[src/rtl/uart_tx_fifo.sv]
// Byte FIFO feeding an 8N1 UART transmitter. Frames are sent back-to-back while
// the FIFO has data; the overflow flag is sticky until reset.
module uart_tx_fifo #(
  parameter int unsigned CLKS_PER_BIT = 4,
  parameter int unsigned DEPTH        = 4
) (
  input  logic                     clk,
  input  logic                     rst,
  input  logic                     wr_en,
  input  logic [7:0]               data_in,
  output logic                     full,
  output logic [$clog2(DEPTH):0]   count,
  output logic                     busy,
  output logic                     overflow,
  output logic                     tx
);

  localparam int unsigned PW   = $clog2(DEPTH);
  localparam int unsigned CW   = PW + 1;
  localparam int unsigned TW   = (CLKS_PER_BIT > 1) ? $clog2(CLKS_PER_BIT) : 1;
  localparam int unsigned LAST = CLKS_PER_BIT - 1;

  typedef enum logic [1:0] {
    IDLE,
    START,
    DATA,
    STOP
  } state_t;

  state_t          state_q;
  logic [TW-1:0]   timer_q;
  logic [2:0]      idx_q;
  logic [7:0]      shift_q;
  logic            tx_q;

  logic [7:0]      mem_q [DEPTH];
  logic [PW-1:0]   wr_ptr_q;
  logic [PW-1:0]   rd_ptr_q;
  logic [CW-1:0]   count_q;
  logic            full_q;
  logic            busy_q;
  logic            ovf_q;

  logic            bit_end;
  logic            push;
  logic            pop;
  logic            idle_d;
  logic [CW-1:0]   count_d;
  logic            busy_d;

  // Push/pop decode; a pop only happens when the shifter is free to take a byte.
  always_comb begin
    bit_end = 1'b0;
    push    = 1'b0;
    pop     = 1'b0;
    idle_d  = 1'b0;
    count_d = count_q;
    busy_d  = 1'b0;

    bit_end = (timer_q == TW'(LAST));
    push    = wr_en && !full_q;
    pop     = (count_q != '0) &&
              ((state_q == IDLE) || ((state_q == STOP) && bit_end));
    idle_d  = ((state_q == IDLE) || ((state_q == STOP) && bit_end)) && !pop;
    count_d = count_q + CW'(push) - CW'(pop);
    busy_d  = !idle_d || (count_d != '0);
  end

  // FIFO pointers, occupancy and status flags.
  always_ff @(posedge clk) begin
    if (rst) begin
      wr_ptr_q <= '0;
      rd_ptr_q <= '0;
      count_q  <= '0;
      full_q   <= 1'b0;
      busy_q   <= 1'b0;
      ovf_q    <= 1'b0;
    end else begin
      if (push) begin
        wr_ptr_q <= wr_ptr_q + PW'(1);
      end
      if (pop) begin
        rd_ptr_q <= rd_ptr_q + PW'(1);
      end
      count_q <= count_d;
      full_q  <= (count_d == CW'(DEPTH));
      busy_q  <= busy_d;
      if (wr_en && full_q) begin
        ovf_q <= 1'b1;
      end
    end
  end

  // Data storage is left unreset; it is only ever read after being written.
  always_ff @(posedge clk) begin
    if (!rst) begin
      if (push) begin
        mem_q[wr_ptr_q] <= data_in;
      end
      if (pop) begin
        shift_q <= mem_q[rd_ptr_q];
      end
    end
  end

  // Transmit FSM: tx is registered and set together with each state change.
  always_ff @(posedge clk) begin
    if (rst) begin
      state_q <= IDLE;
      timer_q <= '0;
      idx_q   <= '0;
      tx_q    <= 1'b1;
    end else begin
      case (state_q)
        IDLE: begin
          timer_q <= '0;
          idx_q   <= '0;
          if (pop) begin
            state_q <= START;
            tx_q    <= 1'b0;
          end else begin
            tx_q    <= 1'b1;
          end
        end
        START: begin
          if (bit_end) begin
            timer_q <= '0;
            idx_q   <= '0;
            state_q <= DATA;
            tx_q    <= shift_q[0];
          end else begin
            timer_q <= timer_q + TW'(1);
          end
        end
        DATA: begin
          if (bit_end) begin
            timer_q <= '0;
            if (idx_q == 3'd7) begin
              idx_q   <= '0;
              state_q <= STOP;
              tx_q    <= 1'b1;
            end else begin
              idx_q   <= idx_q + 3'd1;
              tx_q    <= shift_q[3'(idx_q + 3'd1)];
            end
          end else begin
            timer_q <= timer_q + TW'(1);
          end
        end
        STOP: begin
          if (bit_end) begin
            timer_q <= '0;
            if (pop) begin
              state_q <= START;
              tx_q    <= 1'b0;
            end else begin
              state_q <= IDLE;
              tx_q    <= 1'b1;
            end
          end else begin
            timer_q <= timer_q + TW'(1);
          end
        end
        default: begin
          state_q <= IDLE;
          timer_q <= '0;
          idx_q   <= '0;
          tx_q    <= 1'b1;
        end
      endcase
    end
  end

  assign full     = full_q;
  assign count    = count_q;
  assign busy     = busy_q;
  assign overflow = ovf_q;
  assign tx       = tx_q;

endmodule

[config.mk]
export PLATFORM = sky130hd
export DESIGN_NAME = uart_tx_fifo
export DESIGN_NICKNAME = d
export VERILOG_FILES = /design/src/rtl/uart_tx_fifo.sv
export SDC_FILE = /design/constraint.sdc
export NUM_CORES = 1
export LEC_CHECK = 0
export CORE_MARGIN = 8
export CORE_UTILIZATION = 60
export CTS_BUF_LIST = sky130_fd_sc_hd__clkbuf_2 sky130_fd_sc_hd__clkbuf_4 sky130_fd_sc_hd__clkbuf_8
export DETAILED_ROUTE_END_ITERATION = 12
export GPL_TIMING_DRIVEN = 0
export PLACE_DENSITY = 0.81
export SYNTH_ARGS = -nofsm -noshare
export SYNTH_HDL_FRONTEND = slang
export SYNTH_SLANG_ARGS = --single-unit
[constraint.sdc]
create_clock -name clk -period 3.15 [get_ports clk]
set_input_delay 0.4725 -clock clk [delete_from_list [all_inputs] [get_ports clk]]
set_output_delay 0.4725 -clock clk [all_outputs]
set_load 0.01 [all_outputs]
==> flow_summary.yaml, run 1 <==
power:
  peakVddDrop_mv: 0.553
  p_sw_mw: 0.784
  power.density_mw_per_mm2: 884
  p_seq_frac: 0.395
  p_int_mw: 1.77
  p_clk_frac: 0.263
  swShare: 0.307
  power.total_mw: 2.55
  p_comb_frac: 0.342
  leakagePower_nw: 1.01
logic_synthesis:
  yosysSeqAreaShare: 0.634
  synth-edff-count: 40
  yosysWarningCount: 0
  synth_fa_ha_area_frac: 0.0742
  postSynthCellCount: 160
  synth_commonest_cells: "edfxtp_1, dfxtp_1, ha_1"
  syn_area_per_cell_um2: 15.4
  synth_top_family_by_area: "simple AND/OR/NAND/NOR gates"
  yosys_most_used_dff: "edfxtp_1"
  synth_most_common_cell: "edfxtp_1"
  syn-num-nets: 185
  yosys.area.top_type: "edfxtp_1"
  synth_xor_xnor_area_share: 0.0214
  synth-simple-area-share: 0.101
  synth_cell_type_count: 37
  muxShareOfSynthArea: 0.0976
  synth_compound_area_frac: 0.0529
  async_flop_share: 0
  synth.area.top_cells: "edfxtp_1, dfxtp_1, mux4_2"
  netlist_area_mm2: 0.00246
  synth_seq_cells: 58
  netlist.area_leader.share: 0.488
layout:
  layout.nets: 213
  fill_cells: 255
  regArea_mm2: 0.00156
  multi_input_area_um2: 853
  syn2layout_area_growth_pct: 17.4
  layout.cells.non_filler: 243
  antenna_cells: 0
  final_layout_size_suffix_gt1_frac: 0.166
routing:
  drt-pass1-iter-count: 4
  wl_per_cell_um: 17.7
  routed_via_density: 5.63
  wl_um: 4290
  ant_nets: 0
  drtIter0Drc: 77
  drc: 0
  num_vias: 1367
clock_tree:
  cts_setup_buffers: 0
  clk_latency_ns: 0.33
  cts_buffer_depth: 2
  cts_htree_levels: 3
  cts_inserted_buffers: 9
  ctsRootBufferMaster: "clkbuf_8"
  clkSinkCount: 58
  cts_hold_buf: 0
  post_cts_resized: 0
  cts_tree: "done"
  clkSlewWorstSetupHoldPaths_ns: 0.06
sta:
  drv_slew: 0
  setup_ws_ns: 0.557
  fin_skew_ns: 0.00973
  fin_crit_ns: 2.59
  finalSetupViolCount: 0
  whs_ns: 0.434
  hold_viol: 0
  fin_crit_sh: 0.823
  relSlewSlack: 0.567
  fmax_mhz: 386
  max_slew.worst_pin.slew_ns: 0.648
  rsz0062_at_grt: "no"
  setup_tns_ns: 0
floorplan:
  die_w_um: 80.0
  start_util: 0.620
  design.core.area_mm2: 0.00397
  rows: 23
  die_h_um: 80.0
  pin_count: 18
  dieArea_mm2: 0.00641
worst_setup_path:
  cp_max_fo: 9
  critPathLaunchType: "register"
  endpoint_kind: "register"
  crit_arrival_ns: 2.79
  crit_type: "reg2reg"
  crit_required_ns: 3.35
place:
  port_buffers: 17
  pre_cts_slack_ns: 0.447
  dpl.cell_count: 227
  place_hpwl_um: 3080
  gp_congestion: 0.773
global_routing:
  grt_max_degree: 11
  overflow: 0
  grt_pass1_wl_um: 6780
  antenna_found_initial: 0
  grt_pass1_vias: 1428
  grt_use_total: 0.144
run:
  drv_cap: 0
outcome:
  status: "finished, final reports clean"
worst_hold_path:
  hold_class: "reg2reg"
## metrics by stage
step	util	area, µm²
6_report	0.728	2890
5_1_grt	0.728	2890
4_1_cts	0.728	2890
3_5_place_dp	0.678	2690
3_3_place_gp	0.678	2690
2_1_floorplan	-	2460
## area by class of cell
class / count / share of cell area
multi-input cells: 90 / 0.295
inverters: 6 / 0.00779
repair buffers: 17 / 0.0589
plain buffers: 6 / 0.00823
clock inverters: 4 / 0.0152
flip-flops and latches: 58 / 0.540
well taps: 50 / 0.0216
clock buffers: 12 / 0.0528
## worst max-delay path, stage by stage, from the launching register on
cell	delay, ns
dfxtp_1	0.40
ha_1	0.40
a21o_2	0.23
and2_4	0.18
xnor2_1	0.08
ha_1	0.20
fa_1	0.50
nor4b_1	0.36
a21oi_1	0.11
## power by group through the flow
| stage | Sequential [mW] | Clock, mW | Combinational, mW |
|---|---|---|---|
| CTS | 1.01 | 0.682 | 0.880 |
| global placement | 1.01 | 0 | 0.826 |
| global route | 1.02 | 0.719 | 0.940 |
| detailed placement | 1.03 | 0 | 0.874 |
| finish | 1.01 | 0.671 | 0.873 |
| floorplan | 1.02 | 0 | 0.639 |
## registers in the layout, indices dropped and copies added, names as in the netlist, 2 cells and up
name / flops
mem_q: 32
count: 3
state_q: 2
wr_ptr_q: 2
idx_q: 3
shift_q: 8
timer_q: 2
rd_ptr_q: 2
## kinds of logic after synthesis
| logic type | after synthesis |
|---|---|
| mux | 14 |
| fa+ha+maj | 14 |
| compound gates | 16 |
| buf+inv | 12 |
| xor+xnor | 6 |
| simple gates | 40 |
| flops | 58 |
## path summary, 6_finish.rpt
path | from | to | slack, ns | cells past startpoint
min | timer_q[0]$_SDFF_PP0_ | timer_q[0]$_SDFF_PP0_ | 0.43 | 1
max | state_q[1]$_SDFFE_PP0P_ | busy$_SDFF_PP0_ | 0.56 | 8
min reg2reg | timer_q[0]$_SDFF_PP0_ | timer_q[0]$_SDFF_PP0_ | 0.43 | 1
max reg2reg | state_q[1]$_SDFFE_PP0P_ | busy$_SDFF_PP0_ | 0.56 | 8
## cell usage in the layout (no fill, tap or decap), drive strengths merged, types with 2 or more instances in the layout
| master | instances |
|---|---|
| nor4 | 3 |
| clkdlybuf4s50 | 17 |
| nand2 | 4 |
| nand2b | 3 |
| edfxtp | 40 |
| o221ai | 2 |
| o21ai | 4 |
| clkinv | 3 |
| nor2 | 10 |
| mux4 | 8 |
| buf | 3 |
| mux2i | 6 |
| a21oi | 6 |
| ha | 13 |
| dfxtp | 18 |
| inv | 6 |
| nor2b | 2 |
| clkbuf | 15 |
| xnor2 | 5 |
| nor4b | 2 |
| nand3b | 2 |
| nor3 | 3 |
| a2111oi | 2 |
| and2 | 5 |
## routing by layer
metal,vias up,wire [µm],share of wire,track usage
li1,662,-,-,-
met1,656,1730,0.40,0.150
met2,40,2290,0.53,0.244
met3,9,173,0.040,0.0518
met4,0,89,0.021,0.0818
met5,-,0,0,0
Power figures use the tool's default switching activity.
==> run 2: changes to the inputs <==
Settings changed: CORE_UTILIZATION 60 to 54, PLACE_DENSITY 0.81 to 0.77.
Clock period 3.15 ns to 2.1 ns, I/O delays scaled along.
==> run 2 against run 1 <==
  * The run now ends with negative setup slack left
  * Final cell count is 5.8% higher
  * Via count increased by 4.2%
  * Total power rose by 69%
  * First-iteration DRC count increased by 25%
  * Wire length rose by 0.58%
  * Critical endpoint unchanged
  * Largest power group is now combinational cells
==> flow_summary.yaml, run 2 (synthesis results as in run 1) <==
routing:
  drc: 0
  wl_um: 4310
  ant_nets: 0
  routed_via_density: 5.54
  wl_met3_um: 161
  highest_layer: "met4"
  num_vias: 1425
  drt-pass1-iter-count: 4
  drtIter0Drc: 96
  wl_met1_um: 1810
  wl_per_cell_um: 16.8
  met2_wirelength_um: 2250
global_routing:
  antenna_found_initial: 0
  grt_max_degree: 12
  grt_use_total: 0.133
  grt_pass1_wl_um: 7180
  overflow: 0
  grt_pass1_vias: 1492
layout:
  final_common_cell: "edfxtp_1"
  fin_area_mm2: 0.00310
  layout.cells.non_filler: 257
  final_layout_size_suffix_gt1_frac: 0.288
  layout_common_cells: "edfxtp_1, clkdlybuf4s50_1, dfxtp_1, buf_4"
  antenna_cells: 0
  largestRegisters: "mem_q (32), shift_q (8)"
  top_register: "mem_q"
  largest_reg_flops: 32
  syn2layout_area_growth_pct: 26.0
  layout.nets: 225
power:
  power.density_mw_per_mm2: 1390
  peakVddDrop_mv: 1.07
  leakagePower_nw: 1.08
  power.total_mw: 4.32
clock_tree:
  cts_buffer_depth: 2
  cts_htree_levels: 3
  cts_tree: "done"
  cts_inserted_buffers: 9
  ctsRootBufferMaster: "clkbuf_8"
  cts_hold_buf: 0
  clkSinkCount: 58
  clk_latency_ns: 0.33
  clkSlewWorstSetupHoldPaths_ns: 0.07
place:
  gp_congestion: 0.749
  place_hpwl_um: 2940
  placed_cell_area_mm2: 0.00277
  dpl.cell_count: 229
  port_buffers: 17
floorplan:
  start_util: 0.561
  die_w_um: 83.5
  design.core.area_mm2: 0.00438
  rows: 24
  die_h_um: 83.5
  dieArea_mm2: 0.00697
  pin_count: 18
worst_setup_path:
  crit_required_ns: 2.28
  cp_max_fo: 3
  endpoint_kind: "register"
  crit_type: "reg2reg"
  crit_arrival_ns: 2.45
  critPathLaunchType: "register"
sta:
  drv_slew: 0
  fin_skew_ns: 0.00771
  setup_ws_ns: -0.164
  fin_crit_ns: 2.26
  max_slew.worst_pin.slew_ns: 0.610
  finalSetupViolCount: 3
  relSlewSlack: 0.592
  fin_crit_sh: 1.08
  rsz0062_at_grt: "yes"
  fmax_mhz: 442
  hold_viol: 0
  whs_ns: 0.473
run:
  drv_cap: 0
outcome:
  status: "finished, violations left"
  violations: "negative setup slack"
worst_hold_path:
  hold_class: "reg2reg"
[run 2: changes by cell type in the layout (fill, tap and decap cells not counted), sizes merged]
cell,delta
buf,+12
clkbuf,-3
bufinv,+1
clkinvlp,+1
clkinv,+1
[run 2: path summary, 6_finish.rpt]
kind              slack [ns]  cells past startpoint                   from                    end
setup reg to reg       -0.16                      7    count[1]$_SDFF_PP0_        busy$_SDFF_PP0_
setup / recovery       -0.16                      7    count[1]$_SDFF_PP0_        busy$_SDFF_PP0_
hold reg to reg         0.47                      2  overflow$_SDFFE_PP0P_  overflow$_SDFFE_PP0P_
hold / removal          0.47                      2  overflow$_SDFFE_PP0P_  overflow$_SDFFE_PP0P_
[run 2: critical path, stage by stage (launching register included)]
cell and delay, ns:
dfxtp_4 0.35, or3_4 0.38, and2_4 0.18, xnor2_2 0.12, ha_2 0.19, fa_2 0.46, nor4b_2 0.29, a21oi_1 0.15
[run 2: layer usage]
layer | vias to the layer above | track usage
met2 | 29 | 0.219
met1 | 701 | 0.140
met5 | - | 0
met4 | 0 | 0.0722
li1 | 688 | -
met3 | 7 | 0.0566
[run 2: where the power goes]
group	total, mW	internal, mW	switching, mW	leakage [nW]
sequential	1.55	1.44	0.107	0.515
clock	1.10	0.665	0.438	0.107
combinational	1.67	0.895	0.771	0.461
[run 2: final cells by class]
type | count | area [µm²]
buffer | 6 | 23.8
sequential | 58 | 1570
clock inverter | 7 | 93.8
clock buffer | 9 | 124
fill | 288 | 1280
inverter | 6 | 30.0
tap | 52 | 65.1
multi-input combinational | 90 | 931
timing repair buffer | 29 | 260
[run 2: stage by stage]
stage | util | setup TNS, ns | worst slack, ns
floorplan | - | -0.0217 | -0.0185
global placement | 0.632 | -1.90 | -0.266
detailed placement | 0.632 | -2.52 | -0.329
CTS | 0.700 | -0.364 | -0.173
global route | 0.707 | -0.692 | -0.258
finish | 0.707 | -0.345 | -0.164
[run 2: what timing repair did]
action | 4_1_cts | 5_1_grt
gates cloned | 0 | 0
pin swaps | 9 | 2
gates resized for setup | 3 | 2
buffers inserted | 9 | 3
setup endpoints to repair | 4 | 3
==> run 3: changes to the inputs <==
Settings changed: ABC_AREA set to 1, SKIP_CTS_REPAIR_TIMING set to 1.
==> run 3 against run 2 <==
  * Flip-flop and latch count is the same
  * Maximum frequency grew 10%
  * Highest routed layer unchanged
  * Critical path depth grew 6
  * Worst setup slack gained 0.21 ns
  * Area after synthesis grew 1.2%
  * Combinational power shrank 22%
  * Sequential power is essentially flat
  * Hold slack lost 0.18 ns
  * The run now ends clean
  * Global-route usage grew 0.26 points
  * Largest power group is now registers
==> flow_summary.yaml, run 3 <==
place:
  placed_cell_area_mm2: 0.00272
  dpl.cell_count: 301
  place_hpwl_um: 2960
  port_buffers: 16
  pre_cts_slack_ns: -0.304
  gp_congestion: 0.786
worst_setup_path:
  max_stage_delay_ns: 0.53
  critPathLaunchType: "register"
  crit_slowest_cell: "fa_2"
  cp-startpoint: "state_q[1]$_SDFFE_PP0P_"
  cp_max_fo: 5
  crit_required_ns: 2.37
  r2r_slack_ns: 0.04
  reg2reg_depth: 13
  endpoint_kind: "register"
  critical_path.cell_chain: "inv_4 -> ha_4 -> o21bai_4 -> nand2_4 -> inv_4 -> nand2_2 -> nand2_1 -> ha_2 -> fa_2 -> inv_2 -> nand2_2 -> nor2_2 -> a31oi_1"
  crit_arrival_ns: 2.33
  endpoint: "busy$_SDFF_PP0_"
  crit_type: "reg2reg"
  rr_startpoint: "state_q[1]$_SDFFE_PP0P_"
  r2r-end: "busy$_SDFF_PP0_"
power:
  swShare: 0.330
  p_comb_frac: 0.329
  power.density_mw_per_mm2: 1310
  peakVddDrop_mv: 0.801
  p_sw_mw: 1.31
  p_clk_frac: 0.278
  p_seq_frac: 0.393
  power.total_mw: 3.97
  leakagePower_nw: 1.19
  p_int_mw: 2.66
clock_tree:
  cts_buffer_depth: 2
  cts_tree: "done"
  clkSinkCount: 58
  ctsRootBufferMaster: "clkbuf_8"
  clkSlewWorstSetupHoldPaths_ns: 0.07
  cts_inserted_buffers: 9
  cts_htree_levels: 3
  clk_latency_ns: 0.34
logic_synthesis:
  netlist_area_mm2: 0.00249
  yosysSeqAreaShare: 0.627
  syn-num-nets: 258
  netlist.area_leader.share: 0.482
  synth_cell_type_count: 26
  postSynthCellCount: 233
  yosys.area.top_type: "edfxtp_1"
  synth-edff-count: 40
  async_flop_share: 0
  synth_commonest_cells: "edfxtp_1, inv_1, nor2_1"
  syn_area_per_cell_um2: 10.7
  synth_seq_cells: 58
  yosys_most_used_dff: "edfxtp_1"
  synth.area.top_cells: "edfxtp_1, dfxtp_1, ha_1"
  yosysWarningCount: 0
  synth_most_common_cell: "edfxtp_1"
layout:
  fin_area_mm2: 0.00302
  layout.cells.non_filler: 321
  utilization: 0.684
  final_layout_size_suffix_gt1_frac: 0.164
  layout.nets: 289
  regArea_mm2: 0.00157
  largestRegisters: "mem_q (32), shift_q (8)"
  multi_input_area_um2: 821
  antenna_cells: 0
  layout_common_cells: "edfxtp_1, nor2_1, inv_1, nand2_1, o21ai_0"
  syn2layout_area_growth_pct: 21.2
  fill_cells: 316
  final_common_cell: "edfxtp_1"
  top_register: "mem_q"
  largest_reg_flops: 32
sta:
  whs_ns: 0.291
  drv_slew: 0
  setup_ws_ns: 0.0417
  fin_skew_ns: 0.00740
  relSlewSlack: 0.451
  fmax_mhz: 486
  finalSetupViolCount: 0
  max_slew.worst_pin.slew_ns: 0.821
  fin_crit_sh: 0.980
  fin_crit_ns: 2.06
  setup_tns_ns: 0
  rsz0062_at_grt: "yes"
  hold_viol: 0
routing:
  wl_um: 4520
  drtIter0Drc: 94
  drc: 0
  ant_nets: 0
  num_vias: 1652
  drt-pass1-iter-count: 4
  routed_via_density: 5.15
  wl_per_cell_um: 14.1
global_routing:
  grt_pass1_wl_um: 7430
  gr-usage-met2: 0.215
  grt_use_met3: 0.0557
  antenna_found_initial: 0
  overflow: 0
  grt_pass1_vias: 1601
  grt_max_degree: 11
  grt_use_total: 0.135
  use_met1: 0.150
  busiest_layer: "met2"
outcome:
  status: "finished, final reports clean"
floorplan:
  pin_count: 18
  rows: 24
  die_h_um: 83.9
  die_w_um: 83.9
  dieArea_mm2: 0.00704
  start_util: 0.564
  design.core.area_mm2: 0.00441
run:
  drv_cap: 0
worst_hold_path:
  hold_class: "in2reg"
run 3: cell count changes in the layout (fill, tap and decap cells not counted), sizes merged, moves of 7 or more:
cell and change:
mux4 -8, o21ai +21, nand3 +9, inv +28, nand2 +28, nor2 +21, buf -7, o22ai +7
run 3: power by group through the flow:
stage,Sequential (mW),Clock [mW],Combinational [mW]
finish,1.56,1.10,1.31
global route,1.59,1.18,1.48
CTS,1.54,1.13,1.15
detailed placement,1.57,0,1.14
global placement,1.56,0,1.10
floorplan,1.56,0,0.812
run 3: cells by family (layout without fill, tap and decap cells):
kind of cell               count (synthesis)  after routing  share of synthesized area
AOI/OAI and AO/OA                         47             47                      0.108
xor gates and xnor gates                   1              1                    0.00352
adders and majority gates                 14             14                     0.0734
buffers and inverters                     38             74                     0.0613
DFF                                       58             58                      0.627
and+or+nand+nor                           75             75                      0.127
run 3: metal layers:
| metal | share of wire | wire length, µm | vias to the layer above |
|---|---|---|---|
| li1 | - | - | 854 |
| met1 | 0.41 | 1860 | 759 |
| met2 | 0.53 | 2380 | 33 |
| met3 | 0.050 | 226 | 6 |
| met4 | 0.012 | 56 | 0 |
| met5 | 0 | 0 | - |
run 3: cell type report:
cell class / instances / share of cell area
Buffer: 4 / 0.00829
Clock inverter: 6 / 0.0269
Clock buffer: 10 / 0.0435
Timing Repair Buffer: 20 / 0.0630
Inverter: 34 / 0.0448
Sequential cell: 58 / 0.520
Multi-Input combinational cell: 137 / 0.272
Tap cell: 52 / 0.0216
run 3: worst max-delay path: cells and delay by family (launching register included):
| kind | cells | cell delay (ns) |
|---|---|---|
| fa+ha+maj | 3 | 0.85 |
| flops | 1 | 0.38 |
| compound gates | 2 | 0.32 |
| simple gates | 5 | 0.31 |
| buf+inv | 3 | 0.14 |
run 3: worst min path at each step:
stage / start / end / slack, ns / depth (start not counted)
6_report: rst / count[1]$_SDFF_PP0_ / 0.29 / 2
5_1_grt: rst / busy$_SDFF_PP0_ / 0.30 / 2
4_1_cts: rst / idx_q[1]$_SDFFE_PP0P_ / 0.28 / 2
3_5_place_dp: timer_q[0]$_SDFF_PP0_ / timer_q[0]$_SDFF_PP0_ / 0.41 / 1
3_3_place_gp: timer_q[0]$_SDFF_PP0_ / timer_q[0]$_SDFF_PP0_ / 0.41 / 1
2_1_floorplan: timer_q[0]$_SDFF_PP0_ / timer_q[0]$_SDFF_PP0_ / 0.40 / 1
